===== src/rtl/csr_access_unit.sv =====
// csr_access_unit: initiator side of the CSR interface.
// Runs Zicsr read-modify-write sequences (CSRRW/RS/RC and the immediate forms) against
// a CSR file with combinational read data, and returns the old value or an illegal flag.
module csr_access_unit #(
  parameter int unsigned XLEN     = 32,
  parameter int unsigned ADDR_W   = 12,
  parameter bit          RO_CHECK = 1'b1
) (
  input  logic              clk,
  input  logic              rst_n,
  input  logic              flush,
  input  logic              req_valid,
  output logic              req_ready,
  input  logic [1:0]        req_op,
  input  logic [ADDR_W-1:0] req_addr,
  input  logic [XLEN-1:0]   req_operand,
  input  logic              req_src_zero,
  output logic [ADDR_W-1:0] csr_addr,
  input  logic [XLEN-1:0]   csr_rdata,
  output logic [XLEN-1:0]   csr_wdata,
  output logic              csr_we,
  output logic              resp_valid,
  input  logic              resp_ready,
  output logic [XLEN-1:0]   resp_rdata,
  output logic              resp_illegal
);

  localparam logic [1:0] OP_RSV = 2'b00;
  localparam logic [1:0] OP_RW  = 2'b01;
  localparam logic [1:0] OP_RS  = 2'b10;
  localparam logic [1:0] OP_RC  = 2'b11;

  typedef enum logic [1:0] {
    S_IDLE  = 2'd0,
    S_READ  = 2'd1,
    S_WRITE = 2'd2,
    S_RESP  = 2'd3
  } state_e;

  state_e state_q, state_d;

  // Latched request fields (the address lives in csr_addr_q)
  logic [1:0]        op_q, op_d;
  logic [XLEN-1:0]   operand_q, operand_d;
  logic              src_zero_q, src_zero_d;

  // Registered outputs
  logic              req_ready_q, req_ready_d;
  logic [ADDR_W-1:0] csr_addr_q, csr_addr_d;
  logic [XLEN-1:0]   csr_wdata_q, csr_wdata_d;
  logic              csr_we_q, csr_we_d;
  logic              resp_valid_q, resp_valid_d;
  logic [XLEN-1:0]   resp_rdata_q, resp_rdata_d;
  logic              resp_illegal_q, resp_illegal_d;

  logic              accept_c;
  logic              ro_addr_c;
  logic              do_write_c;
  logic              illegal_c;
  logic [XLEN-1:0]   new_c;

  assign req_ready    = req_ready_q;
  assign csr_addr     = csr_addr_q;
  assign csr_wdata    = csr_wdata_q;
  assign csr_we       = csr_we_q;
  assign resp_valid   = resp_valid_q;
  assign resp_rdata   = resp_rdata_q;
  assign resp_illegal = resp_illegal_q;

  // Request acceptance and read-phase decisions on the latched request
  always_comb begin
    accept_c   = (state_q == S_IDLE) && req_valid && !flush;
    ro_addr_c  = (csr_addr_q[ADDR_W-1 -: 2] == 2'b11);
    do_write_c = (op_q == OP_RW) || !src_zero_q;
    illegal_c  = (op_q == OP_RSV) || (RO_CHECK && do_write_c && ro_addr_c);
    case (op_q)
      OP_RW:   new_c = operand_q;
      OP_RS:   new_c = csr_rdata | operand_q;
      OP_RC:   new_c = csr_rdata & ~operand_q;
      default: new_c = csr_rdata;
    endcase
  end

  // State register
  always_ff @(posedge clk or negedge rst_n) begin
    if (!rst_n) state_q <= S_IDLE;
    else        state_q <= state_d;
  end

  // Next-state logic; flush in WRITE is ignored for the commit but suppresses the response
  always_comb begin
    state_d = state_q;
    case (state_q)
      S_IDLE: begin
        if (accept_c) state_d = S_READ;
      end
      S_READ: begin
        if (flush)           state_d = S_IDLE;
        else if (illegal_c)  state_d = S_RESP;
        else if (do_write_c) state_d = S_WRITE;
        else                 state_d = S_RESP;
      end
      S_WRITE: begin
        state_d = flush ? S_IDLE : S_RESP;
      end
      S_RESP: begin
        if (flush || resp_ready) state_d = S_IDLE;
      end
      default: state_d = S_IDLE;
    endcase
  end

  // Output / field next values, registered so each output reflects the state being entered
  always_comb begin
    req_ready_d    = (state_d == S_IDLE);
    csr_we_d       = (state_d == S_WRITE);
    resp_valid_d   = (state_d == S_RESP);
    csr_addr_d     = csr_addr_q;
    csr_wdata_d    = csr_wdata_q;
    resp_rdata_d   = resp_rdata_q;
    resp_illegal_d = resp_illegal_q;
    op_d           = op_q;
    operand_d      = operand_q;
    src_zero_d     = src_zero_q;
    if (accept_c) begin
      op_d       = req_op;
      csr_addr_d = req_addr;
      operand_d  = req_operand;
      src_zero_d = req_src_zero;
    end
    if ((state_q == S_READ) && (state_d != S_IDLE)) begin
      resp_rdata_d   = illegal_c ? '0 : csr_rdata;
      resp_illegal_d = illegal_c;
      if (state_d == S_WRITE) csr_wdata_d = new_c;
    end
  end

  // Datapath and output flops
  always_ff @(posedge clk or negedge rst_n) begin
    if (!rst_n) begin
      op_q           <= 2'b00;
      operand_q      <= '0;
      src_zero_q     <= 1'b0;
      req_ready_q    <= 1'b1;
      csr_addr_q     <= '0;
      csr_wdata_q    <= '0;
      csr_we_q       <= 1'b0;
      resp_valid_q   <= 1'b0;
      resp_rdata_q   <= '0;
      resp_illegal_q <= 1'b0;
    end else begin
      op_q           <= op_d;
      operand_q      <= operand_d;
      src_zero_q     <= src_zero_d;
      req_ready_q    <= req_ready_d;
      csr_addr_q     <= csr_addr_d;
      csr_wdata_q    <= csr_wdata_d;
      csr_we_q       <= csr_we_d;
      resp_valid_q   <= resp_valid_d;
      resp_rdata_q   <= resp_rdata_d;
      resp_illegal_q <= resp_illegal_d;
    end
  end

endmodule

===== config.mk =====
export PLATFORM = sky130hd
export DESIGN_NAME = csr_access_unit
export DESIGN_NICKNAME = d
export VERILOG_FILES = /design/src/rtl/csr_access_unit.sv
export SDC_FILE = /design/constraint.sdc
export NUM_CORES = 1
export LEC_CHECK = 0
export CORE_ASPECT_RATIO = 0.7
export CORE_MARGIN = 1
export CORE_UTILIZATION = 47
export DETAILED_ROUTE_END_ITERATION = 10
export HOLD_SLACK_MARGIN = 0.1
export PLACE_DENSITY_LB_ADDON = 0.2
export RECOVER_POWER = 25
export SLEW_MARGIN = 20
export SYNTH_ARGS = -nofsm -noshare
export SYNTH_HDL_FRONTEND = slang
export SYNTH_SLANG_ARGS = --single-unit

===== constraint.sdc =====
create_clock -name clk -period 2.3 [get_ports clk]
set_input_delay 0.345 -clock clk [delete_from_list [all_inputs] [get_ports clk]]
set_output_delay 0.345 -clock clk [all_outputs]
set_load 0.02 [all_outputs]

==> run summary, run 1 <==
Hold Path Origin = resp_rdata[29]
drt initial violations = 332
largest area contributor in the netlist = dfrtp_1
Static Leak = 3.13 nW
part of the power in registers = 0.324
#FFs+latches synth = 117
Final Cell Area = 7930 sq um
final setup vio count = 0
post-synth top area share = 0.530
register area share after synthesis = 0.535
Area growth syn-to-layout = 44.7%
RSZ-0062 raised after global routing = false
Peak VDD IR = 0.932 mV
CP Cell Sequence = dlygate4sd3_1 > or3b_2 > or3_1 > buf_4 > o31ai_1
Post-DP HPWL = 9.77 mm
Fmax = 0.490 GHz
synthesized cell area = 5480 sq um
Die Y-Extent = 92.3 um
R2R Path End = csr_wdata[30]
initial antenna violation count = 0
Logic pwr share = 0.438
GP Congestion = 0.779
Worst R2R Start = state_q[0]
CP Capture Type = flop
worst rel slew slack = 0.245
post-route ant nets = 0
fillers = 807
Fin. Hold Viols = 0
hold_buf cts = 1
power per cell area = 1470 nW/um^2
most common cell in the netlist = dfrtp_1
Final Skew = 0.0117 ns
Post-synth top cells = 116 x dfrtp_1, 67 x nand2_1, 64 x o21ai_0, 64 x o31ai_1, 48 x mux2_2
number of antenna diodes = 0
vias per cell = 5.68
Clk Latency, worst-skew pair = 0.41 ns
Ports = 164
total gr overflow = 0
P_int = 7.18 mW
CP arrival = 2.34 ns
Placeable Area = 11200 sq um
critical path launch point type = input pin
fin nets = 760
Port Buffers = 163
overall routing resource usage = 0.265
syn_nets = 609
H-tree depth = 4
die area = 12100 sq um
clock buffer depth = 2
worst hold path depth = 2
Sw Share = 0.385
Initial Utilization = 0.490
cell count of the worst reg-to-reg path = 4
final-report max-slew violation count = 0
TritonCTS sink count = 117
slowest CP cell = dlygate4sd3_1
EDFF count, synth = 0
WP buf/inv = 2
crit path time final = 2.04 ns
first-pass GRT wire length = 24.1 mm
# rows = 32
via count = 4783
post-synthesis cell count = 525
Mapped Avg Cell Area = 10.4 sq um
Crit path largest cell delay = 0.59 ns
Switching Power = 4.50 mW
post-CTS setup buffers = 0
cell family with most CP delay = simple AND/OR/NAND/NOR gates
status = finished, final reports clean
vias in the first global route = 4721
CTS tree = done
Synth cell types = 31
synth top area cells = dfrtp_1 53%, mux2_2 9.9%, o31ai_1 8.8%
fin crit share = 0.888
Die Span X = 131 um
post_cts resized = 0
clock share of power = 0.238
share of layout cells above drive strength 1 = 0.154
YS warnings = 0
Pre-antenna DRT Iters = 5
CTS root buffer = clkbuf_16
DR WL/cell = 17.7 um
hold endpoint = resp_rdata[29]
Non-Filler Instances = 842
CTS clk-pin slew, worst paths = 0.05 ns
Max FO, Critical Path = 18
Post-Route WL = 14.9 mm
post-place instance area = 7300 sq um
Max Cap Viol = 0
Reg2Reg Setup Slack = 0.30 ns
Main synth FF type = dfrtp_1
CTS Buf Count = 17
Placed Cells = 809
WP data required = 2.60 ns
Tightest Pin Transition = 1.13 ns
largest net degree at the start of global routing = 80
min-delay worst type = reg -> reg
ys async rst share = 1.00
DRC viols = 0
CP Class = in -> reg
registers in the layout, indices dropped and copies added (netlist names):
| register | flops |
|---|---|
| csr_wdata | 32 |
| operand_q | 32 |
| resp_rdata | 32 |
| csr_addr | 12 |
| op_q | 2 |
| state_q | 2 |
| csr_we | 1 |
| req_ready | 1 |
| resp_illegal | 1 |
| resp_valid | 1 |
| src_zero_q | 1 |
cell type report:
class | count | area [sq um] | area share
clock inverters | 13 | 181 | 0.0229
repair buffers | 182 | 1820 | 0.229
clock buffers | 19 | 443 | 0.0559
well taps | 153 | 191 | 0.0242
multi-input cells | 357 | 2360 | 0.297
inverters | 1 | 3.75 | 0.000474
flip-flops and latches | 117 | 2930 | 0.370
per-stage QoR:
stage / worst slack (ns) / setup TNS (ns) / utilization / hold slack, ns / power (mW)
6_report: 0.258 / 0 / 0.709 / 0.478 / 11.7
5_1_grt: 0.193 / 0 / 0.709 / 0.496 / 12.4
4_1_cts: 0.304 / 0 / 0.710 / 0.473 / 11.7
3_5_place_dp: -0.0538 / -0.0832 / 0.653 / 0.378 / 8.91
3_3_place_gp: 0.0452 / 0 / 0.653 / 0.367 / 8.69
2_1_floorplan: 0.499 / 0 / - / 0.0494 / 6.64
worst max-delay path by stage:
stage	startpoint	to	depth (start not counted)
6_report	flush	csr_wdata[30]	5
3_3_place_gp	flush	csr_wdata[27]	5
5_1_grt	flush	csr_wdata[23]	5
3_5_place_dp	flush	csr_wdata[30]	5
2_1_floorplan	state_q[1]	op_q[0]	5
4_1_cts	state_q[0]	csr_wdata[30]	4
power groups by stage:
stage | clock, mW | sequential [mW] | combinational [mW]
2_1_floorplan | 0 | 4.33 | 2.31
3_5_place_dp | 0 | 3.79 | 5.11
6_report | 2.78 | 3.78 | 5.11
4_1_cts | 2.82 | 3.77 | 5.14
5_1_grt | 2.91 | 3.92 | 5.56
3_3_place_gp | 0 | 3.73 | 4.95
logic make-up after synthesis:
family	share of synthesized area
and+or+nand+nor	0.124
AOI/OAI and AO/OA	0.201
muxes	0.0987
DFF	0.535
buffers and inverters	0.0416
cell usage in the layout (no fill, tap or decap), types with 2 or more instances in the layout:
master / instances
clkinvlp_4: 5
nor2b_1: 32
dfrtp_1: 114
dlygate4sd3_1: 2
nand2_1: 67
o31ai_1: 64
clkdlybuf4s50_1: 161
bufinv_16: 4
o21ai_0: 64
clkbuf_16: 17
a21oi_1: 2
clkbuf_2: 2
nand3_1: 32
mux2_2: 48
buf_4: 12
clkbuf_1: 2
buf_12: 4
nor2_1: 2
clkinv_2: 3
a211oi_1: 31
worst min-delay path, delay by kind of cell, from the launching register on:
kind,cells,cell delay [ns]
and+or+nand+nor,1,0.05
DFF,1,0.34
AOI/OAI and AO/OA,1,0.06
layer usage:
metal  routed length [um]  vias to the layer above  global-route usage
li1                     -                     2226                   -
met1                 6640                     2352               0.357
met2                 6910                      185               0.411
met3                 1120                       20              0.0630
met4                  223                        0               0.112
met5                    0                        -                   0
(Power assumes the default switching activity.)
==> run 2, diff against run 1 <==
--- a/config.mk
+++ b/config.mk
@@ -7,7 +7,7 @@
 export LEC_CHECK = 0
 export CORE_ASPECT_RATIO = 0.7
 export CORE_MARGIN = 1
-export CORE_UTILIZATION = 47
+export CORE_UTILIZATION = 43
 export DETAILED_ROUTE_END_ITERATION = 10
 export HOLD_SLACK_MARGIN = 0.1
 export PLACE_DENSITY_LB_ADDON = 0.2
==> constraint.sdc (replaced) <==
create_clock -name clk -period 1.8 [get_ports clk]
set_input_delay 0.27 -clock clk [delete_from_list [all_inputs] [get_ports clk]]
set_output_delay 0.27 -clock clk [all_outputs]
set_load 0.02 [all_outputs]
==> run 2 against run 1 <==
Cell count grew 2.4%. Via count grew 3.2%. Sequential power grew 26%. Clock power grew 30%. Worst setup slack lost 0.22 ns. Highest routed layer unchanged. Final area grew 3.9%. Die area grew 9.1%. Utilization shrank 4.6 points. Power grew 33%. Critical path type is now reg -> reg.
==> run summary, run 2 (same netlist as run 1, synthesis figures left out) <==
post-route ant nets = 0
overall routing resource usage = 0.240
Tightest Pin Transition = 0.835 ns
Initial Utilization = 0.441
worst slack, placed = -0.359 ns
number of antenna diodes = 0
Fin Setup TNS = 0 ns
die area = 13200 sq um
min-delay worst type = in -> async
Pre-antenna DRT Iters = 5
Post-DP HPWL = 10.1 mm
Crit path largest cell delay = 0.44 ns
total gr overflow = 0
vias in the first global route = 4667
final setup vio count = 0
largest net degree at the start of global routing = 60
H-tree depth = 4
Max FO, Critical Path = 8
R2R Path End = csr_wdata[18]
Port Buffers = 163
Die Y-Extent = 96.4 um
Worst R2R Start = state_q[1]
share of layout cells above drive strength 1 = 0.194
Final Cell Area = 8240 sq um
CTS clk-pin slew, worst paths = 0.06 ns
Final Skew = 0.00557 ns
cell family with most CP delay = simple AND/OR/NAND/NOR gates
Max Cap Viol = 0
CTS root buffer = clkbuf_16
Peak VDD IR = 0.968 mV
post-place instance area = 7440 sq um
most frequent cells in the layout = 159 x clkdlybuf4s50_1, 114 x dfrtp_1, 67 x nand2_1
via count = 4937
cell count of the worst reg-to-reg path = 4
Clk Latency, worst-skew pair = 0.41 ns
Reg2Reg Setup Slack = 0.04 ns
CTS Buf Count = 17
drt initial violations = 339
fin crit share = 0.980
DR WL/cell = 18.5 um
Area growth syn-to-layout = 50.4%
Final WS setup = 0.0356 ns
slowest CP cell = or3_4
fin nets = 771
commonest non-fill, non-tap cell in the layout = clkdlybuf4s50_1
# rows = 34
power per cell area = 1880 nW/um^2
Fin. Hold Viols = 0
Fmax = 0.567 GHz
crit path time final = 1.76 ns
CP Capture Type = flop
first-pass GRT wire length = 23.8 mm
Die Span X = 137 um
CP Class = reg -> reg
CP arrival = 2.08 ns
GP Congestion = 0.782
status = finished, final reports clean
DRC viols = 0
clock share of power = 0.232
CTS tree = done
Static Leak = 3.26 nW
clock buffer depth = 2
TritonCTS sink count = 117
initial antenna violation count = 0
WP buf/inv = 1
part of the power in registers = 0.308
P_int = 9.48 mW
critical path launch point type = flop
Placeable Area = 12400 sq um
Ports = 164
vias per cell = 5.73
Sw Share = 0.389
Pwr Total = 15.5 mW
Post-Route WL = 15.9 mm
Crit. path cell count = 4
WP data required = 2.11 ns
Logic pwr share = 0.460
CP Cell Sequence = or3b_4 > or3_4 > clkbuf_16 > o31ai_1
final-report max-slew violation count = 0
worst rel slew slack = 0.443
Switching Power = 6.03 mW
[run 2: cell count changes in the layout (fill, tap and decap cells not counted), moves of 2 or more]
| cell | delta |
|---|---|
| buf_4 | +4 |
| clkbuf_16 | +2 |
| clkdlybuf4s50_1 | -2 |
| clkbuf_4 | +2 |
| o31ai_1 | -17 |
| dlygate4sd2_1 | +3 |
| buf_12 | +3 |
| o31ai_2 | +14 |
| buf_6 | +2 |
| o31ai_4 | +3 |
| clkbuf_2 | -2 |
[run 2: metal layers]
| layer | routed length, um | vias to the layer above | track usage |
|---|---|---|---|
| li1 | - | 2252 | - |
| met1 | 6840 | 2458 | 0.300 |
| met2 | 7580 | 210 | 0.398 |
| met3 | 1340 | 17 | 0.0741 |
| met4 | 157 | 0 | 0.0842 |
| met5 | 0 | - | 0 |
[run 2: worst max path at each step]
| stage | startpoint | to | slack, ns |
|---|---|---|---|
| after floorplan | state_q[1] | op_q[0] | 0.03 |
| after detailed placement | flush | csr_wdata[27] | -0.36 |
| final | state_q[1] | csr_wdata[18] | 0.04 |
| after CTS | state_q[1] | csr_wdata[27] | 0.006 |
| after global placement | flush | csr_wdata[8] | -0.27 |
| after global routing | state_q[1] | csr_wdata[15] | -0.02 |
[run 2: stage by stage]
step / utilization / hold WS (ns) / std cells
2_1_floorplan: - / -0.0256 / 525
3_3_place_gp: 0.599 / 0.0769 / 826
3_5_place_dp: 0.599 / 0.0751 / 826
4_1_cts: 0.651 / 0.190 / 859
5_1_grt: 0.663 / 0.188 / 862
6_report: 0.663 / 0.182 / 862
[run 2: power groups by stage]
| stage | Clock [mW] | Combinational, mW | Sequential (mW) |
|---|---|---|---|
| global route | 3.78 | 7.69 | 4.94 |
| finish | 3.61 | 7.13 | 4.77 |
| floorplan | 0 | 2.95 | 5.53 |
| global placement | 0 | 6.62 | 4.73 |
| CTS | 3.67 | 6.85 | 4.77 |
| detailed placement | 0 | 6.83 | 4.79 |
[run 2: timing repair]
item,in CTS,in global routing
endpoints found under the setup margin,3,20
pin swaps,0,1
cloned,0,3
endpoints found under the hold margin,116,0
hold buffers,1,0
resized for setup,3,23
setup buffers,0,0
[run 2: final cells by class]
cell class / instances / area (sq um)
clock buffers: 20 / 457
inverters: 1 / 3.75
repair buffers: 193 / 1980
clock inverters: 12 / 178
well taps: 162 / 203
fillers: 956 / 4180
multi-input cells: 357 / 2480
flip-flops and latches: 117 / 2930
